==> src/rtl/mem_arb_pkg.sv <==
// Shared types and helpers for the N-port memory read arbiter.
package mem_arb_pkg;

    // Wide enough for the largest supported arbiter (8 ports).
    localparam int IDX_W = 3;

    localparam logic PRIO_NONE  = 1'b0;
    localparam logic PRIO_PORT0 = 1'b1;

    typedef struct packed {
        logic             valid;
        logic [IDX_W-1:0] port;
    } tag_t;

    function automatic int idx_w(input int n);
        return (n > 2) ? $clog2(n) : 1;
    endfunction

endpackage

==> src/rtl/rr_picker.sv <==
// Combinational round-robin picker: first set mask bit after ptr, with wrap.
module rr_picker #(
    parameter int N  = 4,
    parameter int IW = 2
) (
    input  logic [N-1:0]  mask,
    input  logic [IW-1:0] ptr,
    output logic [N-1:0]  pick,
    output logic [IW-1:0] idx,
    output logic          any
);

    always_comb begin
        pick = '0;
        idx  = '0;
        any  = 1'b0;
        for (int k = 1; k <= N; k++) begin
            for (int j = 0; j < N; j++) begin
                if (!any && mask[j] && (j == (int'(ptr) + k) % N)) begin
                    any     = 1'b1;
                    pick[j] = 1'b1;
                    idx     = IW'(j);
                end
            end
        end
    end

endmodule

==> src/rtl/mem_read_arbiter.sv <==
// N-port read arbiter for the shared memory read port, with starvation
// guard and a tag pipeline that routes returning data to its requester.
module mem_read_arbiter
    import mem_arb_pkg::*;
#(
    parameter int NUM_PORTS      = 4,
    parameter int ADDR_W         = 18,
    parameter int DATA_W         = 16,
    parameter int RD_LATENCY     = 2,
    parameter int PRIORITY_PORT0 = 1,
    parameter int MAX_WAIT       = 15
) (
    input  logic                        clk,
    input  logic                        reset_n,
    input  logic [NUM_PORTS-1:0]        req,
    input  logic [NUM_PORTS*ADDR_W-1:0] addr,
    output logic [NUM_PORTS-1:0]        gnt,
    output logic [ADDR_W-1:0]           mem_addr,
    output logic                        mem_rd_en,
    input  logic [DATA_W-1:0]           mem_rd_data,
    output logic [DATA_W-1:0]           rd_data,
    output logic [NUM_PORTS-1:0]        rd_valid
);

    localparam int IW  = idx_w(NUM_PORTS);
    localparam int WCW = $clog2(MAX_WAIT + 1);
    localparam logic PRIO = (PRIORITY_PORT0 != 0) ? PRIO_PORT0 : PRIO_NONE;
    localparam logic [IW-1:0] PTR_RST = IW'(NUM_PORTS - 1);
    localparam logic [WCW-1:0] WAIT_MAX = WCW'(MAX_WAIT);
    localparam logic [NUM_PORTS-1:0] P0_MASK =
        (PRIO == PRIO_PORT0) ? NUM_PORTS'(1) : '0;

    logic [IW-1:0]        rr_ptr;
    logic [WCW-1:0]       wait_cnt [NUM_PORTS];
    tag_t                 tag_pipe [RD_LATENCY+1];

    logic [NUM_PORTS-1:0] starved;
    logic [NUM_PORTS-1:0] rr_mask;
    logic [NUM_PORTS-1:0] s_pick;
    logic [NUM_PORTS-1:0] r_pick;
    logic [NUM_PORTS-1:0] pick;
    logic [IW-1:0]        s_idx;
    logic [IW-1:0]        r_idx;
    logic [IW-1:0]        pick_idx;
    logic                 s_any;
    logic                 r_any;
    logic                 prio_hit;
    logic                 any_gnt;
    logic [ADDR_W-1:0]    sel_addr;

    always_comb begin
        starved = '0;
        for (int i = 0; i < NUM_PORTS; i++) begin
            starved[i] = req[i] && (wait_cnt[i] == WAIT_MAX);
        end
    end

    assign rr_mask  = req & ~P0_MASK;
    assign prio_hit = (PRIO == PRIO_PORT0) && req[0];

    rr_picker #(.N(NUM_PORTS), .IW(IW)) u_starve_pick (
        .mask (starved),
        .ptr  (rr_ptr),
        .pick (s_pick),
        .idx  (s_idx),
        .any  (s_any)
    );

    rr_picker #(.N(NUM_PORTS), .IW(IW)) u_rr_pick (
        .mask (rr_mask),
        .ptr  (rr_ptr),
        .pick (r_pick),
        .idx  (r_idx),
        .any  (r_any)
    );

    // Starvation overrides priority, priority overrides round-robin.
    always_comb begin
        pick     = '0;
        pick_idx = '0;
        if (s_any) begin
            pick     = s_pick;
            pick_idx = s_idx;
        end else if (prio_hit) begin
            pick     = NUM_PORTS'(1);
            pick_idx = '0;
        end else if (r_any) begin
            pick     = r_pick;
            pick_idx = r_idx;
        end
    end

    assign gnt     = reset_n ? pick : '0;
    assign any_gnt = |pick;

    always_comb begin
        sel_addr = '0;
        for (int i = 0; i < NUM_PORTS; i++) begin
            if (pick[i]) sel_addr = addr[i*ADDR_W +: ADDR_W];
        end
    end

    always_ff @(posedge clk or negedge reset_n) begin
        if (!reset_n) begin
            rr_ptr    <= PTR_RST;
            mem_addr  <= '0;
            mem_rd_en <= 1'b0;
            for (int i = 0; i < NUM_PORTS; i++) wait_cnt[i] <= '0;
        end else begin
            mem_rd_en <= any_gnt;
            if (any_gnt) mem_addr <= sel_addr;
            if (s_any) begin
                rr_ptr <= s_idx;
            end else if (!prio_hit && r_any) begin
                rr_ptr <= r_idx;
            end
            for (int i = 0; i < NUM_PORTS; i++) begin
                if (i == 0 && PRIO == PRIO_PORT0) begin
                    wait_cnt[i] <= '0;
                end else if (req[i] && !pick[i]) begin
                    if (wait_cnt[i] != WAIT_MAX) begin
                        wait_cnt[i] <= wait_cnt[i] + WCW'(1);
                    end
                end else begin
                    wait_cnt[i] <= '0;
                end
            end
        end
    end

    // Stage 0 lines up with mem_rd_en; the last stage with returning data.
    always_ff @(posedge clk or negedge reset_n) begin
        if (!reset_n) begin
            for (int k = 0; k <= RD_LATENCY; k++) tag_pipe[k] <= '0;
        end else begin
            tag_pipe[0] <= '{valid: any_gnt, port: IDX_W'(pick_idx)};
            for (int k = 1; k <= RD_LATENCY; k++) begin
                tag_pipe[k] <= tag_pipe[k-1];
            end
        end
    end

    always_comb begin
        rd_valid = '0;
        for (int i = 0; i < NUM_PORTS; i++) begin
            if (tag_pipe[RD_LATENCY].valid &&
                tag_pipe[RD_LATENCY].port == IDX_W'(i)) begin
                rd_valid[i] = 1'b1;
            end
        end
    end

    assign rd_data = mem_rd_data;

endmodule

==> config.mk <==
export PLATFORM = sky130hd
export DESIGN_NAME = mem_read_arbiter
export DESIGN_NICKNAME = d
export VERILOG_FILES = /design/src/rtl/mem_arb_pkg.sv /design/src/rtl/rr_picker.sv /design/src/rtl/mem_read_arbiter.sv
export SDC_FILE = /design/constraint.sdc
export NUM_CORES = 1
export LEC_CHECK = 0
export BUFFER_PORTS_ARGS = -buffer_cell sky130_fd_sc_hd__buf_2
export CORE_MARGIN = 3
export CORE_UTILIZATION = 51
export DETAILED_ROUTE_END_ITERATION = 8
export HOLD_SLACK_MARGIN = 0.02
export PLACE_DENSITY = 0.95
export SLEW_MARGIN = 0
export SYNTH_ARGS = -nofsm -noshare
export SYNTH_HDL_FRONTEND = slang
export SYNTH_SLANG_ARGS = --single-unit
export TNS_END_PERCENT = 20
==> constraint.sdc <==
create_clock -name clk -period 6.1 [get_ports clk]
set_clock_uncertainty 0.15 [all_clocks]
set_input_delay 1.22 -clock clk [delete_from_list [all_inputs] [get_ports clk]]
set_output_delay 1.22 -clock clk [all_outputs]
set_load 0.05 [all_outputs]
* Word-level counts from Yosys, hierarchy flattened *
Cells that the tools add are included.

storage, ports and cells
  input bits = 94
  output and inout bits = 43
  logic and storage cells = 229
  bits in registers = 41

operators by class
  reduce and logical (&&, ||, !) cells = 90
  equality and inequality tests = 24
  $add $sub $neg = 7
  mux-type cells = 93
  bitwise gates (word level) = 4

operator list
  operator             number
  $mux 18              4
  $logic_and 1x1->1    57
  $mux 2               27
  $mux 1               52
  $mux 4               10
  $logic_not 1->1      26
  $eq 3x3->1 const A   8
  $add 4x1->4 const B  3
  $eq 2x3->1 const A   4
  $eq 4x4->1 const B   3
  $ne 4x4->1 const B   3
  $reduce_or 2->1      4
  $ne 2x1->1 const B   3
  $add 2x1->2 const B  2
  $add 2x2->2 const B  2
  $and 1x1->1 const A  4
  $eq 2x2->1 const B   2
  $reduce_or 4->1      1
  $logic_not 3->1      1
  $eq 2x1->1 const B   1
  $reduce_bool 2->1    1

* Depth between registers and ports, before layout *
Gate-level depths: netlist of the first run.

  depth after elaboration = 57
  depth in mapped cells = 10
  mapped depth without buffers = 7

* Hierarchy *
A second synthesis of the first run with hierarchy kept.

second synthesis, totals
  cell total of the unflattened synthesis = 298
  area total of the unflattened synthesis = 2,713.9 um^2

by module, submodules not included
  module            times used  area an instance (um^2)  cells each  seq. area each (um^2)
  mem_read_arbiter  1           2,411.1                  250         1,028.5
  rr_picker         2           151.4                    24          0.0

* Worst setup path before layout of the first run *
OpenSTA, ideal clock, no wires.

  path kind = input port to output port
  start = input port req[1]
  end = output port gnt[1]
  required time = 4.730 ns
  slack = 1.508 ns
  data arrival time = 3.222 ns
  stages on the path = 8
  buffers on the path = 3
  cells stage by stage = and4_1 > buf_4 > o211ai_2 > a21oi_2 > buf_6 > buf_6 > nand2_1 > nor3_1

between the ends
  word-level cells in the longest chain between the ends = 50
  elaborated cells on any way between the ends = 103
  those cells by class = 34 x mux; 69 x reduce/logical

ends and longest elaborated chain
  what                            RTL line                RTL
  start: declaration              mem_read_arbiter.sv:15  input logic [NUM_PORTS-1:0] req,
  $logic_and 1x1->1               rr_picker.sv:19         if (!any && mask[j] && (j == (int'(ptr) + k) % N)) begin
  $mux 1                          rr_picker.sv:19
  $logic_not 1->1                 rr_picker.sv:19
  $logic_and 1x1->1 (2 in a row)  rr_picker.sv:19
  $mux 1                          rr_picker.sv:19
  $logic_not 1->1                 rr_picker.sv:19
  $logic_and 1x1->1 (2 in a row)  rr_picker.sv:19
  $mux 1                          rr_picker.sv:19
  (+31 left out)                  n/a
  $mux 1                          rr_picker.sv:19
  $logic_not 1->1                 rr_picker.sv:19
  $logic_and 1x1->1 (2 in a row)  rr_picker.sv:19
  $mux 1                          rr_picker.sv:19
  $mux 4                          mem_read_arbiter.sv:87  end else if (r_any) begin
  $mux 4                          mem_read_arbiter.sv:84  end else if (prio_hit) begin
  $mux 4 (*)                      mem_read_arbiter.sv:81  if (s_any) begin
  $mux 4 (*)                      mem_read_arbiter.sv:93  assign gnt = reset_n ? pick : '0;
  end: declaration                mem_read_arbiter.sv:17  output logic [NUM_PORTS-1:0] gnt,

Mark *: on every way between the ends. The rest lies on a longest branch, timed or not.

* Final worst setup path of the first run *
  start = input port req[1]
  end = output port gnt[3]

Same word-level chain as after synthesis.

==> impl_results.md, run 1 <==
* Final core occ at 62.3%
* Final #Nets at 515
* Clock Latency Late Sink at 0.30 ns
* Post-synth EDFFs at 0
* Final hold vios at 0
* Largest net degree at the start of global routing at just under 80
* Pwr Density at roughly 280 mW/mm2
* Critical path startpoint: req[1]
* CTS resizes at 0
* Max Freq at 0.206 GHz
* Final setup fails at 0
* DR WL/cell at 16.5 um
* Gr ovfl total at 0
* Cts bufs inserted at 5
* Synth top area share at 32.4%
* Synth area leader: dfrtp_1
* R2R depth at 7
* Hold buffer count at cts at 0
* RSZ-0062 raised after global routing: false
* Max Cap Violations at 0
* Via Count at 3145
* Reg2Reg Setup Slack at 2.96 ns
* Ys async rst share at 100%
* Vias in the first global route at 2961
* Fill cells at roughly 470
* First-pass GRT wire length at 13.4 mm
* Seq/Total Area, Yosys at between 30% and 40%
* Final slew viol count at 0
* Crit. End Element: output port
* Clock tree root buffer cell: clkbuf_8
* Period utilization at between 70% and 80%
* Post-DP HPWL at 5.84 mm
* Syn_nets at 445
* CP Launch Type: input port
* Iteration-0 DRC Markers at 220
* Slew margin rel. at 35.6%
* Antenna cells at 0
* Worst slew pin tran at between 0.9 and 1 ns
* TritonCTS clock tree: yes
* Outcome: complete, no violations
* Top cells by area, synth: dfrtp_1 32%, a221o_1 6.0%, buf_4 5.2%, nor3b_1 5.2%, o211ai_1 5.0%
* Core Region at 0.00561 mm2
* R2r endpoint: wait_cnt[10]
* Setup repair bufs after CTS at 0
* Most common cell in the synthesized netlist: dfrtp_1
* Placed Instance Area at 0.00337 mm2
* Reg2reg start: wait_cnt[8]
* Pleak at between 0.0015 and 0.002 uW
* Initial Utilization at 53.8%
* CP Capture Point: gnt[3]
* Crit path max fanout at 22
* Critical path type: in -> out
* Via-per-instance ratio at 6.41
* Syn Area/Cell at about 8.7 um2
* Final Critical Period at approximately 4.9 ns
* Die width at 82.9 um
* GP Congestion at 0.918
* Synth cell types at 49
* GRT Total Usage at ~23%
* Height of the die at 82.9 um
* Most frequent cells after synthesis: 39 x dfrtp_1, 30 x nand2_1, 26 x a21oi_1
* Clock sink count at 41
* PortBufs at 104
* Rows at 27
* Initial antenna violation count at 0
* Critical Path RT at 4.73 ns
* Data arrival, critical path at 3.50 ns
* DRT Pass-1 Iters at 7
* Final TNS setup at 0 ns
* Layout area overhead at 15.9%
* Post-Synthesis Cells at between 300 and 400
* Fin area at 0.00349 mm2
* Peak supply drop at 0.000131 V
* Final WL at about 8 mm
* Synth Flop Type: dfrtp_1
* Yosys reg bits at 41
* Maximum buffer depth of the clock tree at 2
* DIE AREA at 0.00687 mm2
* Clk pin slew, worst setup/hold paths at 0.07 ns
* Ports at roughly 140
* Worst Hold Class: reg -> reg
* Yosys synthesis warning count at 0
* Share of cells above drive strength 1 at 30.5%
* Htree depth at 2
* Routed Antenna Nets at 0
* Synth Cell Area at ~0.003 mm2
* DRC Markers at 0
registers in the layout, indices dropped and copies added, names as in the netlist:
signal    count
rr_ptr        2
tag_pipe      9
mem_addr     18
wait_cnt     12
final cells by class:
| class | count | area (um2) | share of cell area (%) |
|---|---|---|---|
| inverter | 6 | 22.5 | 0.645 |
| timing repair buffer | 109 | 558 | 16.0 |
| tap | 72 | 90.1 | 2.58 |
| clock inverter | 2 | 37.5 | 1.07 |
| clock buffer | 6 | 82.6 | 2.36 |
| multi-input combinational | 255 | 1670 | 47.9 |
| sequential | 41 | 1030 | 29.4 |
stage by stage:
stage / hold slack [ns] / power (uW) / std cells / setup slack [ns]
after floorplan: 0.181 / 671 / 348 / 1.51
after global placement: 0.183 / 733 / 483 / 1.41
after detailed placement: 0.186 / 742 / 483 / 1.26
after CTS: 0.205 / 967 / 491 / 1.28
after global routing: 0.215 / 1020 / 491 / 0.958
final: 0.201 / 967 / 491 / 1.23
placed cells by master, fill, tap and decap left out, types with 3 or more instances in the layout:
cell type	instances
o21ai_0	7
nand3_1	23
nand4_1	3
dfrtp_1	39
buf_2	104
nor3b_1	21
buf_4	5
a211oi_1	18
ha_1	3
nor3_1	8
mux2i_1	4
a21o_1	3
clkbuf_8	6
nor2_1	16
a31oi_1	21
nand2_1	30
o211ai_1	20
inv_1	6
a221o_1	18
a21oi_1	26
and3_1	3
worst max-delay path: stages:
cell	delay (ns)
buf_2	0.16
nand4_1	0.30
o21ai_0	0.27
a211o_1	0.57
a21o_1	0.66
nor2_1	0.07
buf_2	0.24
report_power, final:
group	internal (uW)	leakage, uW	switching [uW]
Sequential	319	0.000507	36.3
Combinational	119	0.000978	265
Clock	133	0.0000574	94.3
how the worst min path moves through the flow:
stage / to / slack (ns) / from / cells past startpoint
after CTS: tag_pipe[0] / 0.20 / tag_pipe[4] / 0
final: tag_pipe[0] / 0.20 / tag_pipe[4] / 0
after global routing: tag_pipe[0] / 0.22 / tag_pipe[4] / 0
after detailed placement: tag_pipe[0] / 0.19 / tag_pipe[4] / 0
after floorplan: tag_pipe[0] / 0.18 / tag_pipe[4] / 0
after global placement: tag_pipe[0] / 0.18 / tag_pipe[4] / 0
layer usage:
metal	routed length (um)	global-route usage [%]	vias up
met2	3940	39.4	194
li1	-	-	1468
met5	0	0	-
met3	752	4.86	33
met1	3100	27.9	1450
met4	302	9.81	0
logic make-up (layout without fill, tap and decap cells):
group	count (synthesis)	in the layout	synth area share, %
XOR/XNOR	3	3	0.872
AO/OA/AOI/OAI	128	128	31.0
multiplexers	4	4	1.33
flip-flops	41	41	34.1
buffers and inverters	52	123	10.6
AND/OR/NAND/NOR	117	117	20.9
adder cells (fa/ha/maj)	3	3	1.24
Power figures use the tool's default switching activity.
==> inputs of run 2 (changes only) <==
- ABC_AREA: unset -> 1
- CORE_UTILIZATION: 51 -> 43
- PLACE_DENSITY: 0.95 -> 0.87
- clock period: 6.1 -> 4.4 ns (I/O delays scaled with it)
==> run 2 against run 1 <==
Die area increased by 19%. Setup slack lost 0.85 ns. Flip-flop and latch count did not move. Register-to-register slack got worse by 1.7 ns. Area after synthesis grew 1.7%. Critical endpoint unchanged.
==> impl_results.md, run 2 <==
* Outcome: complete, no violations
* M2 GR Usage at 37.3% (-2.0 points)
* Crit. End Element: output port
* Period utilization at 91.2%
* Final Non-Filler Cells at 603 (+23%)
* Final Critical Period at 4.01 ns
* Crit path max fanout at 19 (-14%)
* Fill cells at 643 (+37%)
* Initial Utilization at 44.6% (-9.1 points)
* DRT Pass-1 Iters at 5 (-2)
* Largest register FFs at 18 (unchanged)
* CP Launch Type: input port
* Initial antenna violation count at 0 (unchanged)
* Critical Path, Cell by Cell: buf_2 > inv_2 > nor2_4 > inv_1 > nand4_1 > inv_1 > nor2_2 > nand3_1 > nor2_1 > nand2_1 > nand2_4 > nand2_1 > nor2_1 > buf_2
* DR WL/cell at 13.6 um (-17%)
* Seq/Total Area, Yosys at 33.5% (-0.57 points)
* Main combinational cell family by area after synthesis: simple AND/OR/NAND/NOR gates
* Busiest layer in global routing: met2
* Slowest CP cell: buf_2
* Die width at 90.5 um (+9.1%)
* Reg2Reg Setup Slack at 1.28 ns (-1.68 ns)
* Commonest non-fill, non-tap cell in the layout: buf_2
* Yosys reg bits at 41 (unchanged)
* Via-per-instance ratio at 5.11 (-20%)
* Met3 usage at 3.67% (-1.2 points)
* M1 GR Usage at 24.2% (-3.7 points)
* PortBufs at 104 (unchanged)
* R2r endpoint: mem_addr[9]
* Ys async rst share at 100% (unchanged)
* Clock tree root buffer cell: clkbuf_8
* Hold Crit Depth at 0 (unchanged)
* Critical path's largest stage delay at 0.26 ns (-0.40 ns)
* Top cells by area, synth: dfrtp_1 32%, nand2_1 11%, nand3_2 8.8%, nand3_1 8.5%, nor2_1 7.5%
* Final hold vios at 0 (unchanged)
* Post-synthesis compound-gate area fraction at 4.32% (-27 points)
* Pre-CTS WS at 0.303 ns (-0.962 ns)
* Share of cells above drive strength 1 at 34.7% (+4.2 points)
* RSZ-0062 raised after global routing: false
* Syn Area/Cell at 7.30 um2 (-16%)
* Biggest regs: mem_addr: 18 flops, wait_cnt: 12 flops, tag_pipe: 9 flops
* Hold_sp: tag_pipe[5]
* Synth Cell Area at 0.00307 mm2 (+1.7%)
* Clock sink count at 41 (unchanged)
* Commonest non-fill, non-tap cells in the layout: 104 x buf_2, 89 x nand2_1, 61 x nor2_1
* Vias in the first global route at 3072 (+3.7%)
* Core Region at 0.00687 mm2 (+22%)
* Largest net degree at the start of global routing at 42 (-47%)
* Htree depth at 2 (unchanged)
* R2R depth at 15 (+8)
* Pleak at 0.00200 uW (+30%)
* Syn_nets at 517 (+16%)
* Clock Latency Late Sink at 0.30 ns (about the same)
* Data arrival, critical path at 2.98 ns (-0.52 ns)
* Post-synth EDFFs at 0 (unchanged)
* Rows at 30 (+11%)
* Final WL at 8.21 mm (+1.4%)
* First-pass GRT wire length at 14.0 mm (+4.3%)
* Routed Antenna Nets at 0 (unchanged)
* Max Cap Violations at 0 (unchanged)
* Final TNS setup at 0 ns (unchanged)
* Post-DP HPWL at 6.25 mm (+6.9%)
* Synth cell types at 33 (-33%)
* Iteration-0 DRC Markers at 296 (+35%)
* Height of the die at 90.5 um (+9.1%)
* Slew margin rel. at 59.8% (+24 points)
* Final setup fails at 0 (unchanged)
* Peak supply drop at 0.000260 V (+98%)
* Largest Register: mem_addr
* Synth Flop Type: dfrtp_1
* DRC Markers at 0 (unchanged)
* Gr ovfl total at 0 (unchanged)
* Antenna cells at 0 (unchanged)
* Via Count at 3084 (-1.9%)
* Synth Area in Adders at 1.22% (-0.021 points)
* Critical Path RT at 3.37 ns (-1.36 ns)
* Synth area leader: dfrtp_1
* GRT Total Usage at 20.6% (-2.4 points)
* Critical path type: in -> out
* DIE AREA at 0.00818 mm2 (+19%)
* Max Freq at 0.249 GHz
* Worst slew pin tran at 0.600 ns (-0.366 ns)
* Final worst setup slack at 0.388 ns (-0.846 ns)
* Final core occ at 52.8% (-9.5 points)
* TritonCTS clock tree: yes
* Maximum buffer depth of the clock tree at 2 (unchanged)
* GP Congestion at 0.956 (+4.2%)
* Most frequent cells after synthesis: 89 x nand2_1, 61 x nor2_1, 52 x nand3_1
* Most common cell in the synthesized netlist: nand2_1
* Worst Hold Class: reg -> reg
* Reg2reg start: rr_ptr[1]
* Setup repair bufs after CTS at 0 (unchanged)
* Final #Nets at 603 (+17%)
* Pwr Density at 619 mW/mm2 (+120%)
* Worst hold margin at 0.202 ns (+0.00151 ns)
* Mux contribution to synthesized area at 0.326% (-1.0 points)
* Synth top area share at 31.8% (-0.54 points)
* Post-Synthesis Cells at 420 (+21%)
* Final slew viol count at 0 (unchanged)
* Ports at 137 (unchanged)
* Synth Area in XOR/XNOR at 1.14% (+0.27 points)
* Simple-gate area share of the yosys netlist at 45.7% (+25 points)
* Clk pin slew, worst setup/hold paths at 0.09 ns (+0.02 ns)
* Yosys synthesis warning count at 0 (unchanged)
* Layout area overhead at 18.2%
* Hold EP: tag_pipe[1]
* Cells after DPL at 595 (+23%)
* Cts bufs inserted at 5 (unchanged)
==> run 2: metrics by stage <==
step	total power [uW]	cell area, um2
after floorplan	1700	3070
after global routing	2390	3620
final	2240	3620
after CTS	2250	3620
after global placement	1900	3500
after detailed placement	1930	3500
==> run 2: cell type report <==
class	count	area (um2)	share of cell area, %
clock inverters	3	46.3	1.28
inverters	50	188	5.18
multi-input cells	300	1620	44.8
repair buffers	108	551	15.2
well taps	96	120	3.31
flip-flops and latches	41	1030	28.4
clock buffers	5	68.8	1.90
==> run 2: kinds of logic after synthesis <==
logic type	after synthesis
simple gates	270
buf+inv	79
flops	41
compound gates	22
xor+xnor	4
fa+ha+maj	3
mux	1
==> run 2: power by group <==
| part | total [uW] | internal [uW] | switching [uW] |
|---|---|---|---|
| clock | 313 | 170 | 143 |
| combinational | 1270 | 332 | 939 |
| sequential | 658 | 537 | 121 |
| total | 2240 | 1040 | 1200 |
==> run 2: worst max path at each step <==
| stage | slack, ns | depth (start not counted) | from | endpoint |
|---|---|---|---|---|
| 2_1_floorplan | 0.40 | 10 | req[1] | gnt[0] |
| 3_3_place_gp | 0.45 | 13 | req[1] | gnt[2] |
| 3_5_place_dp | 0.30 | 11 | req[2] | gnt[2] |
| 4_1_cts | 0.23 | 11 | wait_cnt[4] | gnt[2] |
| 5_1_grt | 0.21 | 14 | req[1] | gnt[3] |
| 6_report | 0.39 | 14 | req[1] | gnt[3] |
==> run 2: repair_timing <==
item / 4_1_cts / 5_1_grt
resized for setup: 0 / 1
endpoints found under the setup margin: 0 / 1
hold buffers: 0 / 0
==> run 2: worst max-delay path: cells and delay by family <==
| kind | cells | cell delay (ns) |
|---|---|---|
| and+or+nand+nor | 9 | 1.35 |
| buffers and inverters | 5 | 0.74 |
==> run 2: layer usage <==
layer  up-vias  share of wire, %  routed length [um]
met2       141                51                4160
met4         0               2.4                 195
met1      1419                40                3320
li1       1503                 -                   -
met5         -                 0                   0
met3        21               6.5                 535
==> inputs of run 3 (changes only) <==
- CORE_UTILIZATION: 43 -> 37
- PLACE_DENSITY: 0.87 -> 0.78
==> run 3 against run 2 <==
Global-route usage fell by 3.9 points. Via count fell by 1.8%. Register-to-register slack barely moved. Die area rose by 15%. Flip-flop and latch count did not move. Clock-buffer cell count rose by 1. Non-clock buffer count fell by 1. Final area fell by 0.66%. Largest cell class unchanged. Fmax rose by 0.36%.
==> impl_results.md, run 3 (synthesized netlist as in run 2, its figures left out) <==
* Pleak at 0.00199 uW (-0.58%)
* Peak supply drop at 0.000315 V (+21%)
* Commonest non-fill, non-tap cells in the layout: 104 x buf_2, 89 x nand2_1, 61 x nor2_1
* GP Congestion at 0.941 (-1.6%)
* Post-DP HPWL at 6.09 mm (-2.5%)
* Layout area overhead at 17.4%
* CP Launch Type: flop
* Critical path's largest stage delay at 0.41 ns (+0.15 ns)
* Hold EP: tag_pipe[1]
* Htree depth at 2 (unchanged)
* Ports at 137 (unchanged)
* Hold_sp: tag_pipe[5]
* Largest register FFs at 18 (unchanged)
* Worst hold margin at 0.202 ns (-0.000152 ns)
* Critical Path, Cell by Cell: ha_1 > nand3_1 > inv_1 > nand2_1 > nand3_1 > nor2_1 > nand4_1 > nor2_2 > nand3_1 > nor2_1 > nand3_1 > nand2_4 > inv_2 > nor2_1 > buf_2
* Vias in the first global route at 2940 (-4.3%)
* Clock tree root buffer cell: clkbuf_8
* Reg2reg start: wait_cnt[4]
* Share of cells above drive strength 1 at 34.6% (-0.13 points)
* Final Critical Period at 4.00 ns (-0.0146 ns)
* Max Freq at 0.250 GHz (+0.36%)
* Initial Utilization at 38.9% (-5.8 points)
* Cts bufs inserted at 5 (unchanged)
* DIE AREA at 0.00942 mm2 (+15%)
* Max Cap Violations at 0 (unchanged)
* Final hold vios at 0 (unchanged)
* Clock Latency Late Sink at 0.29 ns (about the same)
* Core Region at 0.00789 mm2 (+15%)
* DRT Pass-1 Iters at 5 (unchanged)
* DRC Markers at 0 (unchanged)
* Final TNS setup at 0 ns (unchanged)
* Iteration-0 DRC Markers at 259 (-13%)
* GRT Total Usage at 16.7% (-3.9 points)
* Die width at 97.0 um (+7.3%)
* Largest net degree at the start of global routing at 42 (unchanged)
* Via-per-instance ratio at 4.98 (-2.6%)
* CTS resizes at 0 (unchanged)
* RSZ-0062 raised after global routing: false
* DR WL/cell at 13.1 um (-4.0%)
* Hold Crit Depth at 0 (unchanged)
* Final setup fails at 0 (unchanged)
* Rows at 32 (+6.7%)
* Clock sink count at 41 (unchanged)
* R2r endpoint: mem_addr[14]
* Initial antenna violation count at 0 (unchanged)
* R2R depth at 15 (unchanged)
* Pwr Density at 602 mW/mm2 (-2.6%)
* Final #Nets at 602 (-0.17%)
* Clk pin slew, worst setup/hold paths at 0.08 ns (about the same)
* Critical Path RT at 3.37 ns (about the same)
* Overall power at 2170 uW (-3.3%)
* Slowest CP cell: dfrtp_1
* Worst slew pin tran at 0.597 ns (-0.00346 ns)
* Commonest non-fill, non-tap cell in the layout: buf_2
* Setup repair bufs after CTS at 0 (unchanged)
* Cell mode on critical path: nand3_1
* Via Count at 3029 (-1.8%)
* Crit path max fanout at 21 (+2)
* TritonCTS clock tree: yes
* Crit. End Element: output port
* Hold buffer count at cts at 0 (unchanged)
* Routed Antenna Nets at 0 (unchanged)
* Worst Hold Class: reg -> reg
* Reg2Reg Setup Slack at 1.28 ns (about the same)
* Maximum buffer depth of the clock tree at 2 (unchanged)
* Largest Register: mem_addr
* Period utilization at 90.8% (-0.33 points)
* Critical path type: reg -> out
* Gr ovfl total at 0 (unchanged)
* Antenna cells at 0 (unchanged)
* Biggest regs: mem_addr: 18 flops, wait_cnt: 12 flops, tag_pipe: 9 flops
* Slew margin rel. at 60.1% (+0.23 points)
* Outcome: complete, no violations
* Final slew viol count at 0 (unchanged)
* Height of the die at 97.0 um (+7.3%)
* Final WL at 7.94 mm (-3.2%)
* PortBufs at 104 (unchanged)
* Data arrival, critical path at 2.97 ns (about the same)
* First-pass GRT wire length at 13.2 mm (-5.5%)
-- run 3: cell type report --
type | count | area (um2)
Fill cell | 781 | 4290
Multi-Input combinational cell | 300 | 1620
Sequential cell | 41 | 1030
Timing Repair Buffer | 107 | 543
Inverter | 50 | 188
Tap cell | 102 | 128
Clock buffer | 6 | 82.6
Clock inverter | 2 | 13.8
-- run 3: critical path, delay by kind of cell, from the launching register on --
kind	cells	cell delay [ns]
simple gates	11	1.59
buf+inv	3	0.43
flops	1	0.41
fa+ha+maj	1	0.24
-- run 3: power by group --
| group | switching, uW | total [uW] | internal (uW) |
|---|---|---|---|
| Sequential | 122 | 659 | 537 |
| Combinational | 919 | 1250 | 330 |
| Clock | 134 | 261 | 127 |
-- run 3: stage by stage --
stage | worst slack (ns) | cells | cell area (um2) | utilization, %
final | 0.403 | 608 | 3600 | 45.6
after global routing | 0.188 | 608 | 3600 | 45.6
after CTS | 0.441 | 608 | 3600 | 45.6
after detailed placement | 0.478 | 600 | 3500 | 44.4
after global placement | 0.590 | 600 | 3500 | 44.4
after floorplan | 0.402 | 420 | 3070 | -
-- run 3: metal layers --
layer,vias up,routed length (um),GRT usage [%]
met5,-,0,0
met4,0,97,4.86
met3,15,534,2.67
met2,127,4020,30.0
met1,1387,3290,20.5
li1,1500,-,-
-- run 3: worst max-delay path by stage --
stage	start	slack (ns)	to
5_1_grt	wait_cnt[4]	0.19	gnt[1]
3_5_place_dp	req[1]	0.48	gnt[1]
4_1_cts	wait_cnt[4]	0.44	gnt[1]
3_3_place_gp	req[1]	0.59	gnt[1]
2_1_floorplan	req[1]	0.40	gnt[0]
6_report	wait_cnt[4]	0.40	gnt[1]
